## config.mk

```make
export PLATFORM = sky130hd
export DESIGN_NAME = lstm_gate_scheduler
export DESIGN_NICKNAME = d
export VERILOG_FILES = /design/src/rtl/lstm_pkg.sv /design/src/rtl/lstm_gate_capture.sv /design/src/rtl/lstm_gate_scheduler.sv
export SDC_FILE = /design/constraint.sdc
export NUM_CORES = 2
export LEC_CHECK = 0
export ABC_AREA = 0
export CAP_MARGIN = 20
export CORE_AREA = 2 2 572 574
export DETAILED_ROUTE_END_ITERATION = 8
export DIE_AREA = 0 0 574 576
export PLACE_DENSITY_LB_ADDON = 0.08
export SYNTH_ARGS = -nofsm -noshare
export SYNTH_HDL_FRONTEND = slang
export SYNTH_HIERARCHICAL = 1
export SYNTH_SLANG_ARGS = --single-unit
```

## constraint.sdc

```tcl
create_clock -name clock -period 3.1 [get_ports clock]
set_input_delay 0.465 -clock clock [delete_from_list [all_inputs] [get_ports clock]]
set_output_delay 0.465 -clock clock [all_outputs]
set_load 0.1 [all_outputs]
```

## src/rtl/lstm_pkg.sv

```systemverilog
// Shared types and sizing for the LSTM gate scheduling slice.
// Gate bank selects, scheduler states and fixed-point widths.
package lstm_pkg;

  localparam int HIDDEN_SZ = 16;
  localparam int QN = 6;
  localparam int QM = 11;
  localparam int MAX_SEQ = 64;

  localparam int BITWIDTH = QN + QM + 1;
  localparam int LAYER_BITWIDTH = BITWIDTH * HIDDEN_SZ;
  localparam int TS_BITS = $clog2(MAX_SEQ + 1);

  localparam logic [1:0] GATE_I = 2'd0;
  localparam logic [1:0] GATE_F = 2'd1;
  localparam logic [1:0] GATE_O = 2'd2;
  localparam logic [1:0] GATE_G = 2'd3;

  typedef enum logic [2:0] {
    S_IDLE,
    S_LOAD_X,
    S_ISSUE,
    S_WAIT_GATE,
    S_CELL_START,
    S_CELL_WAIT,
    S_STEP_END,
    S_DONE
  } state_t;

  function automatic logic is_last_gate(
    input logic [1:0] sel
  );
    return sel == GATE_G;
  endfunction

endpackage

```

## src/rtl/lstm_gate_capture.sv

```systemverilog
// Four-entry register bank holding the latest i/f/o/g gate results.
// One vector is written per enabled cycle, chosen by the gate select.
module lstm_gate_capture
  import lstm_pkg::*;
(
  input  logic                      clock,
  input  logic                      reset,
  input  logic                      we,
  input  logic [1:0]                sel,
  input  logic [LAYER_BITWIDTH-1:0] din,
  output logic [LAYER_BITWIDTH-1:0] i_vec,
  output logic [LAYER_BITWIDTH-1:0] f_vec,
  output logic [LAYER_BITWIDTH-1:0] o_vec,
  output logic [LAYER_BITWIDTH-1:0] g_vec
);

  always_ff @(posedge clock) begin
    if (reset) begin
      i_vec <= '0;
      f_vec <= '0;
      o_vec <= '0;
      g_vec <= '0;
    end else if (we) begin
      unique case (sel)
        GATE_I: i_vec <= din;
        GATE_F: f_vec <= din;
        GATE_O: o_vec <= din;
        GATE_G: g_vec <= din;
      endcase
    end
  end

endmodule

```

## src/rtl/lstm_gate_scheduler.sv

```systemverilog
// Steps the shared gate datapath through i/f/o/g, then the cell
// update, once per timestep; all outputs decode from registered state.
module lstm_gate_scheduler
  import lstm_pkg::*;
(
  input  logic                      clock,
  input  logic                      reset,
  input  logic                      start,
  input  logic [TS_BITS-1:0]        seq_len,
  input  logic                      abort,
  output logic                      x_load,
  output logic [1:0]                gate_sel,
  output logic                      gate_begin,
  input  logic                      gate_ready,
  input  logic [LAYER_BITWIDTH-1:0] gate_output,
  output logic [LAYER_BITWIDTH-1:0] i_vec,
  output logic [LAYER_BITWIDTH-1:0] f_vec,
  output logic [LAYER_BITWIDTH-1:0] o_vec,
  output logic [LAYER_BITWIDTH-1:0] g_vec,
  output logic                      cell_start,
  input  logic                      cell_done,
  output logic [TS_BITS-1:0]        timestep,
  output logic                      busy,
  output logic                      step_done,
  output logic                      done
);

  state_t             state_q;
  state_t             state_d;
  logic [1:0]         gate_sel_q;
  logic [1:0]         gate_sel_d;
  logic [TS_BITS-1:0] timestep_q;
  logic [TS_BITS-1:0] timestep_d;
  logic [TS_BITS-1:0] seq_len_q;
  logic [TS_BITS-1:0] seq_len_d;
  logic [TS_BITS-1:0] ts_next;
  logic               cap_we;

  assign ts_next = timestep_q + TS_BITS'(1);

  always_ff @(posedge clock) begin
    if (reset) begin
      state_q    <= S_IDLE;
      gate_sel_q <= GATE_I;
      timestep_q <= '0;
      seq_len_q  <= '0;
    end else begin
      state_q    <= state_d;
      gate_sel_q <= gate_sel_d;
      timestep_q <= timestep_d;
      seq_len_q  <= seq_len_d;
    end
  end

  // Abort overrides everything, including a capture in the same cycle.
  always_comb begin
    state_d    = state_q;
    gate_sel_d = gate_sel_q;
    timestep_d = timestep_q;
    seq_len_d  = seq_len_q;
    cap_we     = 1'b0;
    if (abort && state_q != S_IDLE) begin
      state_d = S_IDLE;
    end else begin
      unique case (state_q)
        S_IDLE: begin
          if (start) begin
            gate_sel_d = GATE_I;
            timestep_d = '0;
            seq_len_d  = seq_len;
            if (seq_len == '0) state_d = S_DONE;
            else               state_d = S_LOAD_X;
          end
        end
        S_LOAD_X: state_d = S_ISSUE;
        S_ISSUE:  state_d = S_WAIT_GATE;
        S_WAIT_GATE: begin
          if (gate_ready) begin
            cap_we = 1'b1;
            if (is_last_gate(gate_sel_q)) begin
              state_d = S_CELL_START;
            end else begin
              gate_sel_d = gate_sel_q + 2'd1;
              state_d    = S_ISSUE;
            end
          end
        end
        S_CELL_START: state_d = S_CELL_WAIT;
        S_CELL_WAIT: begin
          if (cell_done) state_d = S_STEP_END;
        end
        S_STEP_END: begin
          if (ts_next == seq_len_q) begin
            state_d = S_DONE;
          end else begin
            timestep_d = ts_next;
            gate_sel_d = GATE_I;
            state_d    = S_LOAD_X;
          end
        end
        S_DONE:  state_d = S_IDLE;
        default: state_d = S_IDLE;
      endcase
    end
  end

  assign x_load     = state_q == S_LOAD_X;
  assign gate_begin = state_q == S_ISSUE;
  assign cell_start = state_q == S_CELL_START;
  assign step_done  = state_q == S_STEP_END;
  assign done       = state_q == S_DONE;
  assign busy       = state_q != S_IDLE;
  assign gate_sel   = gate_sel_q;
  assign timestep   = timestep_q;

  lstm_gate_capture u_capture (
    .clock (clock),
    .reset (reset),
    .we    (cap_we),
    .sel   (gate_sel_q),
    .din   (gate_output),
    .i_vec (i_vec),
    .f_vec (f_vec),
    .o_vec (o_vec),
    .g_vec (g_vec)
  );

endmodule

```

==> flow_summary.toml <==
[status]
outcome = "complete, no violations"

[synthesis]
synthSimpleGateAreaFrac = 0.202
avgSynthCellArea_um2 = 11.1
synth.top_cell.area_share = 0.504
syn_nets = 4494
synth_top_family_by_area = "multiplexers"
synth_area_leaders = "dfxtp_1, mux2i_1, nand2b_1, clkbuf_1, buf_6"
netlist_area_um2 = 46500
ys_async_sr_fraction = 0
synth_seq_cells = 1171
synth-adder-area-share = 0.000538
synth-edff-count = 0
muxShareOfSynthArea = 0.250
synth_ff_type = "dfxtp_1"
ys_types = 51
synth-xor-area-share = 0.00113
syn-instance-count = 4191
synth_top_area_cell = "dfxtp_1"
seq_area_frac_synth = 0.504
synth_compound_area_frac = 0.00524
synth_warnings = 6

[die]
die_x_um = 574
io_pins = 1468
chipHeight_um = 576
core_area_um2 = 325000
die_area_um2 = 331000
num_rows = 210
initial_core_util = 0.143

[setup_path]
critical-path-max-stage-delay_ns = 0.41
path_common_cell = "buf_4"
start_kind = "flip-flop"
crit_chain = "nor3_1 -> clkinv_1 -> nand2_1 -> and3_1 -> nor3b_2 -> buf_4 -> buf_12 -> buf_4 -> mux2i_1"
slowest_stage = "dfxtp_1"
crit_type = "flip-flop to flip-flop"
path_delay_family = "simple AND/OR/NAND/NOR gates"
cp_max_fo = 16
arrival_ns = 3.44
required_ns = 3.84
end_kind = "flip-flop"
critPathBufInv = 4

[timing]
setup_slack_ns = 0.399
setup_viol = 0
fin_crit_sh = 0.871
hold-worst-slack_ns = 0.243
slew_headroom = 0.524
fmax_mhz = 370
tightestPinTransition_ns = 0.713
setup-tns-final_ns = 0
hold_violations = 0
fin_crit_ns = 2.70
finalClockSkew_ns = 0.0316
rsz0062_at_grt = "false"
slew_violations = 0

[finish]
layout_common_cells = "nand2b_1, buf_4, dfxtp_1"
n_fill_cell = 35600
syn_to_final_growth_pct = 48.5
drive_gt1_frac = 0.267
multiInputGateArea_um2 = 21400
final-seq-area_um2 = 23400
layout.nets = 5976
fin_area_um2 = 69100
final_common_cell = "nand2b_1"

[clock_tree]
post_cts_buffers = 0
cts_tree = "done"
clk_pin_slew_ns = 0.06
clkSinkCount = 1171
cts_root_buf = "clkbuf_16"
clk_latency_ns = 0.83
ctsHoldBuffers = 0
max-clock-path-buffers = 4
htree_levels = 4
cts_buffers = 168
cts_resized = 0

[power_and_ir_drop]
power_mw = 38.8
p_per_area_nw_per_um2 = 561
sw_frac_of_total = 0.279
power.internal_mw = 28.0
pwr-share-seq = 0.397
combPwrFrac = 0.112
vdd_drop_max_uv = 321
clkPwrFrac = 0.491
p_switching_mw = 10.8
p_leak_nw = 32.1

[route]
drc_errors = 0
route.met3.wl_um = 25600
drt_wl_total_um = 248000
detail_route.wl_per_cell_um = 24.4
wl_met1_um = 99000
drtIter0Drc = 1322
first_pass_iters = 5
top_layer = "met5"
viasPerCell = 3.46
ant_nets = 0
vias = 35100
dr_wl_met2_um = 118000

[global_routing]
grt_pass1_wl_um = 332000
grt_usage = 0.144
gr-total-overflow = 0
grt_max_degree = 121
grt_pass1_vias = 36600
antenna_found_initial = 41

[placement]
placed_area_um2 = 63800
finalWeightedCongestion = 0.757
dp_slack_ns = 0.201
hpwlAfterDp_um = 192000
portBuffers = 1467

[worst_hold_path]
hold_class = "input pin to flip-flop"

[run]
cap_violations = 0
[state kept, by name (all words and copies together), names as in the netlist]
name and count:
u_capture/i_vec 288, u_capture/g_vec 288, u_capture/o_vec 288, seq_len_q 7, state_q 3, u_capture/f_vec 288
timestep 7, gate_sel 2
[routing by layer]
layer,global-route usage,up-vias
met4,0.0317,18
met2,0.244,1148
met1,0.162,16800
met5,0,-
li1,-,16900
met3,0.0687,277
[through the flow]
stage                     std cells  utilization
after global routing          10100        0.212
after CTS                     10100        0.212
after floorplan                4191            -
after global placement         9849        0.196
final                         10200        0.212
after detailed placement       9849        0.196
[power by group through the flow]
stage                     clock network (mW)  logic [mW]  registers (mW)
after floorplan                            0        1.62            16.8
after global placement                     0        4.46            15.7
after detailed placement                   0        4.44            15.7
after CTS                               20.1        4.45            15.4
after global routing                    20.5        4.58            15.4
final                                   19.1        4.33            15.4
[logic make-up after synthesis]
family                   Yosys count
AO/OA/AOI/OAI                     35
XOR/XNOR                           6
buffers and inverters            301
adder cells (fa/ha/maj)            2
AND/OR/NAND/NOR                 1513
multiplexers                    1163
flip-flops                      1171
[worst reg2reg max path, stage by stage, from the launching register on]
cell	delay, ns
dfxtp_1	0.41
nor3_1	0.29
clkinv_1	0.13
nand2_1	0.14
and3_1	0.36
nor3b_2	0.27
buf_4	0.20
buf_12	0.21
buf_4	0.40
mux2i_1	0.23
[final cells by class]
type                    count  area share
clock buffers             263      0.0714
multi-input cells        2719       0.310
diodes                     14    0.000507
inverters                   5    0.000272
clock inverters            26     0.00491
repair buffers           1608       0.195
well taps                4346      0.0787
flip-flops and latches   1171       0.339
[synth_stat cells (2+ instances only)]
| cell | count |
|---|---|
| a22o_1 | 2 |
| o211ai_1 | 2 |
| nor3b_1 | 4 |
| nor3_1 | 10 |
| mux2i_1 | 1162 |
| nand2b_1 | 1442 |
| dfxtp_1 | 1171 |
| a21oi_1 | 8 |
| a21o_1 | 2 |
| and2_1 | 2 |
| buf_4 | 46 |
| and3_1 | 5 |
| inv_1 | 4 |
| buf_6 | 46 |
| a31oi_1 | 3 |
| nand4_1 | 2 |
| nand3b_1 | 4 |
| xnor2_1 | 2 |
| nor4_1 | 2 |
| ha_1 | 2 |
| clkbuf_1 | 155 |
| o22ai_1 | 2 |
| nand3_1 | 5 |
| buf_2 | 48 |
| nand2_1 | 12 |
| xor2_1 | 4 |
| nor2_1 | 13 |
| and3b_1 | 2 |
| o21ai_0 | 7 |
[path summary, 6_finish.rpt]
path / from / end / slack (ns) / depth (start not counted)
setup / recovery: state_q[2] / u_capture/i_vec[136] / 0.40 / 9
hold / removal: reset / seq_len_q[1] / 0.24 / 3
hold reg to reg: u_capture/i_vec[184] / u_capture/i_vec[184] / 0.47 / 2
setup reg to reg: state_q[2] / u_capture/i_vec[136] / 0.40 / 9
No activity file was read; power rests on OpenSTA's default activity.
